`src/rtl/teach_pkg.sv`:
```
// Shared types and defaults for the piano-teaching step sequencer.
// Imported by the song RAM and the sequencer top.
package teach_pkg;

  localparam int DEF_N_KEYS    = 25;
  localparam int DEF_MAX_STEPS = 64;

  // ST_LOAD is the one-cycle read-latency substate ahead of WAIT_PRESS
  typedef enum logic [2:0] {
    ST_IDLE,
    ST_LOAD,
    ST_WAIT_PRESS,
    ST_HOLD,
    ST_WAIT_RELEASE,
    ST_DONE
  } teach_state_e;

endpackage

```
`src/rtl/teach_song_ram.sv`:
```
// Song memory: one write port, one registered read port.
// Contents are intentionally not reset.
module teach_song_ram
  import teach_pkg::*;
#(
  parameter int N_KEYS = DEF_N_KEYS,
  parameter int DEPTH  = DEF_MAX_STEPS,
  parameter int AW     = $clog2(DEPTH)
) (
  input  logic              i_clk,
  input  logic              i_we,
  input  logic [AW-1:0]     i_waddr,
  input  logic [N_KEYS-1:0] i_wdata,
  input  logic [AW-1:0]     i_raddr,
  output logic [N_KEYS-1:0] o_rdata
);

  logic [N_KEYS-1:0] mem [DEPTH];

  always_ff @(posedge i_clk) begin
    if (i_we) mem[i_waddr] <= i_wdata;
    o_rdata <= mem[i_raddr];
  end

endmodule

```
`src/rtl/teach_sequencer.sv`:
```
// Step sequencer: presents target chords, checks the key vector,
// advances on press-hold-release, counts mistakes and timeouts.
module teach_sequencer
  import teach_pkg::*;
#(
  parameter int N_KEYS      = DEF_N_KEYS,
  parameter int MAX_STEPS   = DEF_MAX_STEPS,
  parameter int HOLD_CYC    = 1000,
  parameter int TIMEOUT_CYC = 50_000_000,
  parameter int ERR_W       = 8,
  parameter int CW          = $clog2(MAX_STEPS)
) (
  input  logic              i_clk,
  input  logic              i_rst_n,
  input  logic [N_KEYS-1:0] GPI,
  input  logic              i_wr_en,
  input  logic [CW-1:0]     i_wr_addr,
  input  logic [N_KEYS-1:0] i_wr_data,
  input  logic [CW:0]       i_len,
  input  logic              i_start,
  input  logic              i_abort,
  input  logic              i_timed,
  input  logic              i_loop,
  output logic [N_KEYS-1:0] o_note,
  output logic [CW-1:0]     o_cnt,
  output logic              o_ok,
  output logic              o_wrong,
  output logic [ERR_W-1:0]  o_err_cnt,
  output logic              o_busy,
  output logic              o_done
);

  localparam int LW = CW + 1;
  localparam int HW = $clog2(HOLD_CYC + 1);
  localparam int TW = $clog2(TIMEOUT_CYC + 1);

  teach_state_e state_q, state_d;

  logic [CW-1:0]     cnt_q, cnt_d;
  logic [LW-1:0]     len_q;
  logic              timed_q, loop_q;
  logic [HW-1:0]     hold_q, hold_d;
  logic [TW-1:0]     tmr_q, tmr_d;
  logic [ERR_W-1:0]  err_q;
  logic [ERR_W+1:0]  err_sum;
  logic              wprev_q;
  logic              show_q;
  logic [N_KEYS-1:0] tgt;

  logic idle_like, start_go, match, last;
  logic wrong_now, wrong_edge, timeout, adv;
  logic ok_d, busy_d, done_d, show_d;

  teach_song_ram #(
    .N_KEYS (N_KEYS),
    .DEPTH  (MAX_STEPS),
    .AW     (CW)
  ) u_ram (
    .i_clk   (i_clk),
    .i_we    (i_wr_en && idle_like),
    .i_waddr (i_wr_addr),
    .i_wdata (i_wr_data),
    .i_raddr (cnt_q),
    .o_rdata (tgt)
  );

  assign idle_like = (state_q == ST_IDLE) ||
                     (state_q == ST_DONE);
  assign start_go  = i_start && idle_like && !i_abort &&
                     (i_len != '0) &&
                     (i_len <= LW'(MAX_STEPS));
  assign match     = (GPI == tgt);
  assign last      = ({1'b0, cnt_q} == len_q - 1'b1);
  assign wrong_now = |(GPI & ~tgt);
  assign wrong_edge = wrong_now && !wprev_q &&
                      ((state_q == ST_WAIT_PRESS) ||
                       (state_q == ST_HOLD));
  assign timeout   = timed_q &&
                     (state_q == ST_WAIT_PRESS) &&
                     (tmr_q >= TW'(TIMEOUT_CYC - 1));

  always_ff @(posedge i_clk or negedge i_rst_n) begin
    if (!i_rst_n) state_q <= ST_IDLE;
    else          state_q <= state_d;
  end

  always_comb begin
    state_d = state_q;
    cnt_d   = cnt_q;
    hold_d  = hold_q;
    tmr_d   = tmr_q;
    adv     = 1'b0;
    unique case (state_q)
      ST_IDLE, ST_DONE: begin
        if (start_go) begin
          state_d = ST_LOAD;
          cnt_d   = '0;
        end
      end
      ST_LOAD: begin
        state_d = ST_WAIT_PRESS;
        tmr_d   = '0;
        hold_d  = '0;
      end
      ST_WAIT_PRESS: begin
        if (tmr_q < TW'(TIMEOUT_CYC - 1))
          tmr_d = tmr_q + 1'b1;
        if (timeout) begin
          adv = 1'b1;
        end else if (match) begin
          state_d = ST_HOLD;
          hold_d  = '0;
        end
      end
      ST_HOLD: begin
        if (tmr_q < TW'(TIMEOUT_CYC - 1))
          tmr_d = tmr_q + 1'b1;
        if (!match)
          state_d = ST_WAIT_PRESS;
        else if (hold_q == HW'(HOLD_CYC - 1))
          state_d = ST_WAIT_RELEASE;
        else
          hold_d = hold_q + 1'b1;
      end
      ST_WAIT_RELEASE: begin
        if (!match) adv = 1'b1;
      end
      default: state_d = ST_IDLE;
    endcase
    if (adv) begin
      tmr_d = '0;
      if (!last) begin
        cnt_d   = cnt_q + 1'b1;
        state_d = ST_LOAD;
      end else if (loop_q) begin
        cnt_d   = '0;
        state_d = ST_LOAD;
      end else begin
        state_d = ST_DONE;
      end
    end
    if (i_abort) begin
      state_d = ST_IDLE;
      cnt_d   = cnt_q;
    end
  end

  always_comb begin
    busy_d = 1'b0;
    done_d = 1'b0;
    ok_d   = 1'b0;
    show_d = 1'b0;
    unique case (state_d)
      ST_LOAD:         busy_d = 1'b1;
      ST_WAIT_PRESS,
      ST_HOLD: begin
        busy_d = 1'b1;
        show_d = 1'b1;
      end
      ST_WAIT_RELEASE: begin
        busy_d = 1'b1;
        show_d = 1'b1;
        ok_d   = 1'b1;
      end
      ST_DONE:         done_d = 1'b1;
      default:         busy_d = 1'b0;
    endcase
  end

  // timeout and wrong edge may land together: add both, then saturate
  assign err_sum = {2'b00, err_q} +
                   (ERR_W+2)'(wrong_edge) +
                   (ERR_W+2)'(timeout);

  always_ff @(posedge i_clk or negedge i_rst_n) begin
    if (!i_rst_n) begin
      cnt_q   <= '0;
      len_q   <= '0;
      timed_q <= 1'b0;
      loop_q  <= 1'b0;
      hold_q  <= '0;
      tmr_q   <= '0;
      err_q   <= '0;
      wprev_q <= 1'b0;
      show_q  <= 1'b0;
      o_ok    <= 1'b0;
      o_wrong <= 1'b0;
      o_busy  <= 1'b0;
      o_done  <= 1'b0;
    end else begin
      cnt_q   <= cnt_d;
      hold_q  <= hold_d;
      tmr_q   <= tmr_d;
      wprev_q <= wrong_now;
      show_q  <= show_d;
      o_ok    <= ok_d;
      o_busy  <= busy_d;
      o_done  <= done_d;
      o_wrong <= wrong_edge && !i_abort;
      if (start_go) begin
        len_q   <= i_len;
        timed_q <= i_timed;
        loop_q  <= i_loop;
        err_q   <= '0;
      end else if (!i_abort) begin
        err_q <= (|err_sum[ERR_W+1:ERR_W]) ?
                 '1 : err_sum[ERR_W-1:0];
      end
    end
  end

  assign o_note    = show_q ? tgt : '0;
  assign o_cnt     = cnt_q;
  assign o_err_cnt = err_q;

endmodule

```
`config.mk`:
```
export PLATFORM = sky130hd
export DESIGN_NAME = teach_sequencer
export DESIGN_NICKNAME = d
export VERILOG_FILES = /design/src/rtl/teach_pkg.sv /design/src/rtl/teach_song_ram.sv /design/src/rtl/teach_sequencer.sv
export SDC_FILE = /design/constraint.sdc
export NUM_CORES = 2
export LEC_CHECK = 0
export CAP_MARGIN = 10
export CORE_ASPECT_RATIO = 0.5
export CORE_MARGIN = 5
export CORE_UTILIZATION = 50
export DETAILED_ROUTE_END_ITERATION = 8
export GPL_ROUTABILITY_DRIVEN = 1
export PLACE_DENSITY = 0.63
export SYNTH_ARGS = -nofsm -noshare
export SYNTH_HDL_FRONTEND = slang
export SYNTH_SLANG_ARGS = --single-unit
```
`constraint.sdc`:
```
create_clock -name i_clk -period 4.2 [get_ports i_clk]
set_input_delay 0.63 -clock i_clk [delete_from_list [all_inputs] [get_ports i_clk]]
set_output_delay 0.63 -clock i_clk [all_outputs]
set_load 0.02 [all_outputs]
```
==> flow_summary.toml <==
[synth]
seq_area_frac_synth = 0.763
ys_warn_count = 0
synthArstFlopShare = 0.0402
syn-num-nets = 3010
yosys.cell_count.top_type = "edfxtp_1"
syn-instance-count = 2909
yosys_register_bits = 1693
synthFlopType = "edfxtp_1"
mappedNetlistArea_mm2 = 0.0658
yosysTopAreaCell = "edfxtp_1"
synth_cell_types = 61
synth_edf_count = 1600
synth_area_leaders = "edfxtp_1 (73%), mux4_2 (18%), dfrtp_1 (2.6%)"
avgSynthCellArea_um2 = 22.6
synthTopCellsByCount = "edfxtp_1 (1600), mux4_2 (525), nor2_1 (104)"
synth_top_area_frac = 0.730

[clock_tree]
postCtsHoldBufs = 1
cts_setup_buffers = 0
h-tree-depth = 4
root_buffer = "clkbuf_16"
cts_tree = "done"
clk_latency_ps = 770
post_cts_resized = 0
clock_sinks = 1693
path_clk_slew_ps = 70
cts_buffers = 148
clk_path_buf_depth = 3

[place]
dp_cells = 4805
hpwl_mm = 95.2
postPlaceCellArea_mm2 = 0.0709
gp_congestion = 0.821
port_buffers = 112

[grt]
first_global_vias = 32200
globalRouteTotalUtil = 0.240
grt-ovfl-total = 0
grt_antenna_before_repair = 14
grt_max_degree = 97
grt_pass1_wl_mm = 237

[power]
p_total_mw = 35.4
p_leak_nw = 23.5
p_per_area_mw_per_mm2 = 468
vdd_drop_max_v = 0.000398

[floorplan]
io_pins = 113
fp.dieH_um = 267
die_w_um = 523
core_mm2 = 0.131
start_util = 0.502
dieArea_mm2 = 0.139
rows = 94

[setup_path]
cp_max_fo = 4
worstSetupPathType = "register to register"
arrival_ps = 4360
required_ps = 4810
r2r.worst_path.cells = 14
start_kind = "register"
setup.worst_path.end_class = "register"
worst-r2r-setup-slack_ps = 450

[route]
routedWlPerCell_um = 32.3
num_vias = 31900
drcViolationCount = 0
antenna_left = 0
first_iter_violations = 4566
drt_pass1_iterations = 5
viasPerCell = 6.26
finalWirelength_mm = 164

[timing]
final.period_utilization = 0.893
skew_ps = 22.2
finalSetupViolations = 0
hold_viol_final = 0
maxSlewViolCount = 0
grt_setup_unrepaired = "no"
maxSlewHeadroom = 0.127
tightest_slew_ps = 1300
layout_min_cycle_time_ps = 3750
tns_ps = 0
fmax_mhz = 267

[hold_path]
hold_depth = 1
min_path_type = "input pin to register"

[layout]
fin_cells = 5093
area_delta_synth_final_pct = 15.0
final_cell_area_mm2 = 0.0757
utilization = 0.577
fin_nets = 3285
final_layout_size_suffix_gt1_frac = 0.304

[job]
cap_viol_max_count = 0

[run_status]
status = "complete, no violations"
-- layer usage --
layer	track usage	vias up	wire length, um
li1	-	12900	-
met1	0.370	17300	70100
met2	0.367	1464	76300
met3	0.0402	196	14800
met4	0.0547	0	3050
met5	0	-	0
-- stage by stage --
step / setup WS, ps / hold WS, ps
final: 451 / 289
after global routing: 318 / 265
after CTS: 456 / 239
after detailed placement: -205 / 420
after global placement: -192 / 418
after floorplan: 1070 / 334
-- power by group --
| part | internal [mW] | switching (mW) | leakage, nW |
|---|---|---|---|
| Clock | 7.38 | 6.02 | 2.32 |
| Sequential | 18.6 | 0.148 | 15.5 |
| Combinational | 1.52 | 1.74 | 5.69 |
| Total | 27.5 | 7.91 | 23.5 |
-- cells by family (layout without fill, tap and decap cells) --
logic type | after synthesis | after routing | share of synthesized area
AND/OR/NAND/NOR | 322 | 322 | 0.0245
buffers and inverters | 191 | 590 | 0.0111
flip-flops | 1693 | 1693 | 0.763
XOR/XNOR | 12 | 12 | 0.00160
other | 0 | 9 | 0
adder cells (fa/ha/maj) | 31 | 31 | 0.00601
AO/OA/AOI/OAI | 125 | 125 | 0.0123
multiplexers | 535 | 535 | 0.181
-- final cells by class --
type                       count  area, um^2
sequential                  1693       50300
antenna                        9        22.5
timing repair buffer         271        2950
clock inverter                88         731
clock buffer                 186        3980
tap                         1776        2220
inverter                      45         176
multi-input combinational   1025       15300
fill                        9299       55500
-- worst max-delay path: stages, from the launching register on --
cell     delay (ps)
dfxtp_1         370
inv_1            70
ha_1            180
nor4_1         1030
buf_4           300
nand3_1          70
nor2_1          180
nor3_1          110
fa_1            460
ha_1            210
nand4_1         110
inv_1            70
and2_1          190
o21ai_0         170
a21oi_1          90
-- final timing paths --
| check | end | start |
|---|---|---|
| setup / recovery | o_err_cnt[5]$_DFFE_PN0P_ | u_ram.o_rdata[23]$_DFF_P_ |
| min in group asynchronous | tmr_q[2]$_DFFE_PN0P_ | i_rst_n |
| hold reg to reg | o_wrong$_DFF_PN0_ | wprev_q$_DFF_PN0_ |
| max in group asynchronous | o_err_cnt[4]$_DFFE_PN0P_ | i_rst_n |
| setup reg to reg | o_err_cnt[5]$_DFFE_PN0P_ | u_ram.o_rdata[23]$_DFF_P_ |
| hold / removal | u_ram.mem[7][20]$_DFFE_PP_ | i_wr_data[20] |
-- cells in the final DEF, fill, tap and decap left out, drive strengths merged, types with 9 or more instances in the layout --
master and count:
a21oi 28, nor3 15, inv 54, mux4 525
buf 184, or4 11, ha 30, clkbuf 186
diode 9, xnor2 9, nand2 47, dfrtp 68
nand4 15, and2 27, nor2b 11, nand3 31
and3 19, clkinv 65, nor4 11, edfxtp 1600
clkdlybuf4s50 86, or3 10, o21ai 44, dfxtp 25
bufinv 10, o31ai 12, nor2 104
-- state kept, by name, indices dropped and copies added, names as in the netlist --
name and flops:
tmr_q 26, o_wrong 1, o_cnt 6, state_q 3, o_err_cnt 8, o_done 1, hold_q 10, o_ok 1
wprev_q 1, show_q 1, u_ram.o_rdata 25, u_ram.mem 1600, loop_q 1, timed_q 1, len_q 7, o_busy 1
Power figures use the tool's default switching activity.
